$ cat config.mk
export PLATFORM = sky130hd
export DESIGN_NAME = csa_accumulator
export DESIGN_NICKNAME = d
export VERILOG_FILES = /design/src/rtl/csa_accumulator.sv
export SDC_FILE = /design/constraint.sdc
export NUM_CORES = 1
export LEC_CHECK = 0
export ABC_CLOCK_PERIOD_IN_PS = 2360
export CAP_MARGIN = 20
export CORE_UTILIZATION = 47
export CTS_BUF_LIST = sky130_fd_sc_hd__clkbuf_8
export DETAILED_ROUTE_END_ITERATION = 16
export PLACE_DENSITY_LB_ADDON = 0.3
export SYNTH_ARGS = -nofsm -noshare
export SYNTH_HDL_FRONTEND = slang
export SYNTH_SLANG_ARGS = --single-unit
$ cat constraint.sdc
create_clock -name clk -period 2.36 [get_ports clk]
set_input_delay 0.236 -clock clk [delete_from_list [all_inputs] [get_ports clk]]
set_output_delay 0.236 -clock clk [all_outputs]
set_load 0.01 [all_outputs]
$ cat src/rtl/csa_accumulator.sv
// Carry-save group accumulator.
// Operands are folded into a redundant sum/carry pair with one 3:2 compression
// per accepted beat. At the end of a group, the pair is resolved over two
// cycles by two W-bit ripple slices. The result is then held until the
// downstream side takes it.
module csa_accumulator #(
  parameter int W  = 4,
  parameter int AW = 8
) (
  input  logic          clk,
  input  logic          rst_n,
  input  logic          in_valid,
  output logic          in_ready,
  input  logic [W-1:0]  in_data,
  input  logic          in_last,
  output logic          out_valid,
  input  logic          out_ready,
  output logic [AW-1:0] out_sum,
  output logic          out_ovf
);

  typedef enum logic [1:0] {ACCUM, RES_LO, RES_HI, OUT} state_t;

  state_t state, state_nxt;

  logic [AW-1:0] s, c, result;
  logic          v, c_mid;
  logic [W-1:0]  lo;

  logic [AW-1:0] x, maj;
  logic [W:0]    lo_sum, hi_sum;
  logic          accept, handshake;

  // Bitwise majority: the carry vector of a 3:2 compressor.
  function automatic logic [AW-1:0] maj3(input logic [AW-1:0] a,
                                         input logic [AW-1:0] b,
                                         input logic [AW-1:0] d);
    return (a & b) | (a & d) | (b & d);
  endfunction

  // One W-bit ripple slice with carry in and carry out (the MSB of the result).
  function automatic logic [W:0] add_slice(input logic [W-1:0] a,
                                           input logic [W-1:0] b,
                                           input logic         cin);
    return {1'b0, a} + {1'b0, b} + {{W{1'b0}}, cin};
  endfunction

  assign x         = {{(AW-W){1'b0}}, in_data};
  assign maj       = maj3(s, c, x);
  assign lo_sum    = add_slice(s[W-1:0], c[W-1:0], 1'b0);
  assign hi_sum    = add_slice(s[AW-1:W], c[AW-1:W], c_mid);
  assign accept    = in_valid && in_ready;
  assign handshake = out_valid && out_ready;
  assign out_sum   = result;
  assign out_ovf   = v;

  // Next-state decode and handshake outputs.
  always_comb begin
    state_nxt = state;
    in_ready  = 1'b0;
    out_valid = 1'b0;
    case (state)
      ACCUM: begin
        in_ready = 1'b1;
        if (in_valid && in_last) state_nxt = RES_LO;
      end
      RES_LO: state_nxt = RES_HI;
      RES_HI: state_nxt = OUT;
      OUT: begin
        out_valid = 1'b1;
        if (out_ready) state_nxt = ACCUM;
      end
      default: state_nxt = ACCUM;
    endcase
  end

  // State register.
  always_ff @(posedge clk) begin
    if (!rst_n) state <= ACCUM;
    else        state <= state_nxt;
  end

  // Datapath registers: compress on accept, resolve low then high slice, then
  // clear the accumulator once the result has been taken.
  always_ff @(posedge clk) begin
    if (!rst_n) begin
      s      <= '0;
      c      <= '0;
      v      <= 1'b0;
      lo     <= '0;
      c_mid  <= 1'b0;
      result <= '0;
    end else begin
      case (state)
        ACCUM: begin
          if (accept) begin
            s <= s ^ c ^ x;
            c <= {maj[AW-2:0], 1'b0};
            // Carry leaving the top bit is worth 2^AW; keep it as overflow.
            v <= v | maj[AW-1];
          end
        end
        RES_LO: begin
          {c_mid, lo} <= lo_sum;
        end
        RES_HI: begin
          result <= {hi_sum[W-1:0], lo};
          v      <= v | hi_sum[W];
        end
        OUT: begin
          if (handshake) begin
            s <= '0;
            c <= '0;
            v <= 1'b0;
          end
        end
        default: ;
      endcase
    end
  end

endmodule

Word level (Yosys, flattened, before mapping)

Cells that the tools add are included.

Output and inout port bits: 11
Flip-flop bits (word level): 32
Bits of input ports: 9

Mux-type cells: 13
Equal/unequal tests: 7
Add/sub/neg operators: 3
Bitwise logic cells: 9
Reduce and logical (&&, ||, !) cells: 9

Operator list:

| kind                                           | number |
|---|---|
| one-hot mux 8 bit (2 select lines)             | 2 |
| two-way mux 8 bit                              | 3 |
| bitwise AND 8 x 4 -> 8 bit                     | 2 |
| OR 8 bit                                       | 2 |
| adder 4 x 4 -> 5 bit                           | 2 |
| bitwise AND 8 bit                              | 1 |
| != test 2 bit (second input constant)          | 4 |
| one-hot mux 2 bit (4 select lines)             | 1 |
| XOR 8 x 4 -> 8 bit                             | 1 |
| XOR 8 bit                                      | 1 |
| AND reduction 3 bit                            | 2 |
| adder 5 x 1 -> 5 bit                           | 1 |
| == test 2 bit (second input constant)          | 2 |
| two-way mux 1 bit                              | 4 |
| two-way mux 2 bit                              | 2 |
| logical AND 1 bit                              | 3 |
| one-hot mux 1 bit (3 select lines)             | 1 |
| nonzero test 3 bit                             | 1 |
| == test 2 x 1 -> 1 bit (second input constant) | 1 |
| logical NOT 2 bit                              | 1 |
| OR 1 bit                                       | 2 |
| AND reduction 2 bit                            | 1 |
| nonzero test 2 bit                             | 1 |

Logic depth before layout (Yosys ltp)

Depth in word-level cells: 6
Gate-level depth with buffers: 7
Depth with buffers taken out: 6

Worst setup path before layout

Ideal clock, no wire load.

Path type: reg2reg
Start: reg c[4]
End: reg v (netlist: out_ovf)
Data arrival time: 1.673 ns
Library setup time: 0.086 ns
Slack: 0.601 ns
Stages on the path, launching flop included: 7
Required time: 2.274 ns
Cells stage by stage: dfxtp_1 -> inv_1 -> fa_1 -> fa_1 -> nor2b_1 -> o211ai_1 -> a221oi_2

Word-level cells in the longest chain between the ends: 4

RTL lines:

| element                            | line | source |
|---|---|---|
| from (decl)                        | 26   | `logic [AW-1:0] s, c, result;` |
| from (signal assigned)             | 98   | `c <= {maj[AW-2:0], 1'b0};` |
| adder 4 x 4 -> 5 bit               | 45   | `return {1'b0, a} + {1'b0, b} + {{W{1'b0}}, cin};` |
| adder 5 x 1 -> 5 bit               | 45   |  |
| OR 1 bit                           | 108  | `v <= v \| hi_sum[W];` |
| one-hot mux 1 bit (3 select lines) | 94   | `case (state)` |
| to (signal assigned)               | 100  | `v <= v \| maj[AW-1];` |
| to (signal assigned)               | 108  |  |
| to (decl)                          | 27   | `logic v, c_mid;` |

Every way passes these cells.
A chain may end at the register's enable or synchronous reset.

Worst setup path in the final report

Ends and elaborated chain as after synthesis.

==> load_flow_metrics.sql <==
INSERT INTO impl_metrics (metric_group, metric, value, unit) VALUES
('outcome', 'status', 'finished clean', ''),
('final_layout', 'antenna_cells', '0', ''),
('worst_setup_path', 'startpoint', 'c[4]$_SDFFE_PN0P_', ''),
('clock_network', 'ctsHoldBuffers', '0', ''),
('clock_network', 'clockRootBuffer', 'clkbuf_8', ''),
('worst_setup_path', 'regToRegSetupSlack', '0.46', 'ns'),
('detailed_routing', 'final_routed_wire_length_divided_by_cell_count', '13.32', 'um'),
('clock_network', 'clock_pin_transition_on_the_worst_setup_and_hold_timing_paths', '0.07', 'ns'),
('final_layout', 'filler_cell_count', '295', ''),
('hold_path', 'timing.hold.worst_path_depth', '2', ''),
('detailed_routing', 'drt-pass1-iter-count', '4', ''),
('synthesis', 'flop_and_latch_count_out_of_synthesis', '31', ''),
('die', 'io_pins', '20', ''),
('sta', 'tightest_slew', '0.6010', 'ns'),
('final_layout', 'drive_gt1_frac', '0.1842', ''),
('die', 'rows', '21', ''),
('synthesis', 'edff_count_synth', '0', ''),
('die', 'initial_utilization', '0.4967', ''),
('synthesis', 'synth_area', '1670', 'um^2'),
('pwr', 'cellLeakagePower', '0.0007243', 'uW'),
('clock_network', 'worst_skew_pair.late_latency', '0.28', 'ns'),
('worst_setup_path', 'worstReg2RegStart', 'c[4]$_SDFFE_PN0P_', ''),
('clock_network', 'h-tree-depth', '2', ''),
('clock_network', 'cts_made_buffers', '5', ''),
('global_routing', 'grt_util_all_layers', '0.1994', ''),
('sta', 'fin_worst_skew', '0.004175', 'ns'),
('die', 'core', '3363', 'um^2'),
('clock_network', 'post-cts-setup-buffers', '0', ''),
('synthesis', 'synth_flop_cell', 'dfxtp_1', ''),
('clock_network', 'cts_resized', '0', ''),
('clock_network', 'clock_sink_count', '31', ''),
('sta', 'grt_setup_unrepaired', 'false', ''),
('die', 'chipHeight', '61.62', 'um'),
('detailed_routing', 'met3_layer_wire_length_in_the_routed_design', '103', 'um'),
('detailed_routing', 'drt_iter0_drc', '45', ''),
('hold_path', 'min-delay-path-class', 'register to register', ''),
('global_routing', 'grt_first_pass_wirelength', '5.409', 'mm'),
('detailed_routing', 'via_count', '1205', ''),
('global_routing', 'grt_antenna_before_repair', '0', ''),
('worst_setup_path', 'crit_path_end_kind', 'register', ''),
('global_routing', 'grt-ovfl-total', '0', ''),
('worst_setup_path', 'cp_max_fo', '3', ''),
('pwr', 'power.ir.vdd_worst', '0.0003522', 'V'),
('placed_design', 'detailed_place_hpwl', '2.243', 'mm'),
('detailed_routing', 'routedLengthMet1', '1.582', 'mm'),
('sta', 'final_hold_viol_count', '0', ''),
('worst_setup_path', 'critPathKind', 'register to register', ''),
('synthesis', 'sequential_fraction_of_the_synthesis_area', '0.3715', ''),
('placed_design', 'portBuffers', '19', ''),
('synthesis', 'netlist-cell-type-count', '34', ''),
('worst_setup_path', 'critical_path_required', '2.57', 'ns'),
('detailed_routing', 'routed.top_layer', 'met4', ''),
('worst_setup_path', 'rr_worst_depth', '6', ''),
('pwr', 'power_per_cell_area', '898.7', 'nW/um^2'),
('synthesis', 'syn_avg_cell_area', '9.826', 'um^2'),
('synthesis', 'yosys_warnings', '0', ''),
('detailed_routing', 'drt-total-wl', '3.144', 'mm'),
('detailed_routing', 'avgViaCountPerCell', '5.106', ''),
('clock_network', 'clock_tree_from_tritoncts', 'done', ''),
('final_layout', 'final_core_util', '0.5908', ''),
('worst_setup_path', 'critical_path.endpoint', 'out_ovf$_SDFFE_PN0P_', ''),
('detailed_routing', 'drt.antenna.violating_nets', '0', ''),
('placed_design', 'pre_cts_ws', '0.4774', 'ns'),
('worst_setup_path', 'cp.arrival', '2.11', 'ns'),
('sta', 'finalSetupTns', '0', 'ns'),
('worst_setup_path', 'timing.critical_path.from_type', 'register', ''),
('synthesis', 'ys_async_rst_share', '0', ''),
('sta', 'drv_slew', '0', ''),
('placed_design', 'place_congestion', '0.7985', ''),
('sta', 'slew_headroom', '0.5994', ''),
('final_layout', 'layout.nets', '217', '');
[registers in the layout, summed over array words and instances (netlist names)]
name     cells
c_mid        1
state        2
s            8
out_ovf      1
lo           4
out_sum      8
c            7
[routing by layer]
layer,up-vias,GRT usage
met3,7,0.04412
met4,0,0.1048
met5,-,0
met2,20,0.3088
li1,617,-
met1,561,0.2597
[worst min path at each step]
stage	start	to	slack (ns)
4_1_cts	s[6]$_SDFFE_PN0P_	s[6]$_SDFFE_PN0P_	0.48
2_1_floorplan	rst_n	c_mid$_SDFFE_PN0N_	0.37
3_3_place_gp	s[6]$_SDFFE_PN0P_	s[6]$_SDFFE_PN0P_	0.46
6_report	s[6]$_SDFFE_PN0P_	s[6]$_SDFFE_PN0P_	0.48
5_1_grt	c[7]$_SDFFE_PN0P_	c[7]$_SDFFE_PN0P_	0.50
3_5_place_dp	s[6]$_SDFFE_PN0P_	s[6]$_SDFFE_PN0P_	0.47
[final cells by class]
type	instances	area [um^2]	area share
clock buffers	6	82.58	0.04156
well taps	46	57.56	0.02897
repair buffers	21	205.2	0.1033
multi-input cells	118	940.9	0.4736
clock inverters	2	35.03	0.01763
flip-flops and latches	31	620.6	0.3123
inverters	12	45.04	0.02267
[report_power, final]
| part | total [uW] | internal [uW] | switching [uW] |
|---|---|---|---|
| Sequential | 656 | 594 | 62.5 |
| Clock | 538 | 341 | 197 |
| Combinational | 591 | 262 | 329 |
| Total | 1790 | 1200 | 589 |
[logic make-up after synthesis]
group,Yosys count,share of synthesized area
compound gates,48,0.2127
xor+xnor,2,0.01049
fa+ha+maj,19,0.1693
buf+inv,21,0.06517
flops,31,0.3715
mux,9,0.05618
simple gates,40,0.1146
[stage by stage]
| step | power (uW) | hold slack (ns) | instance area (um^2) | std cells |
|---|---|---|---|---|
| after floorplan | 1118 | 0.3744 | 1670 | 170 |
| after global placement | 1227 | 0.4565 | 1869 | 228 |
| after detailed placement | 1255 | 0.4740 | 1869 | 228 |
| after CTS | 1800 | 0.4808 | 1987 | 236 |
| after global routing | 1899 | 0.4965 | 1987 | 236 |
| final | 1786 | 0.4791 | 1987 | 236 |
[critical path, cell delays in order, from the launching register on]
cell and delay, ns:
dfxtp_1 0.36, inv_1 0.07, fa_1 0.47, fa_1 0.43
nor2b_1 0.12, o211ai_1 0.10, a221oi_2 0.26
[cells in the mapped netlist, types with 3 or more instances]
cell type | instances | area share
nand2_1 | 16 | 0.036
fa_1 | 6 | 0.072
ha_1 | 13 | 0.097
mux2i_1 | 8 | 0.048
dfxtp_1 | 31 | 0.37
o21ai_2 | 10 | 0.052
a211oi_1 | 3 | 0.013
a21oi_2 | 10 | 0.052
buf_2 | 3 | 0.0090
a21oi_1 | 10 | 0.030
o211ai_1 | 3 | 0.013
o21ai_0 | 6 | 0.018
inv_1 | 12 | 0.027
buf_6 | 3 | 0.020
nor2_1 | 12 | 0.027
No activity file was read; power rests on OpenSTA's default activity.
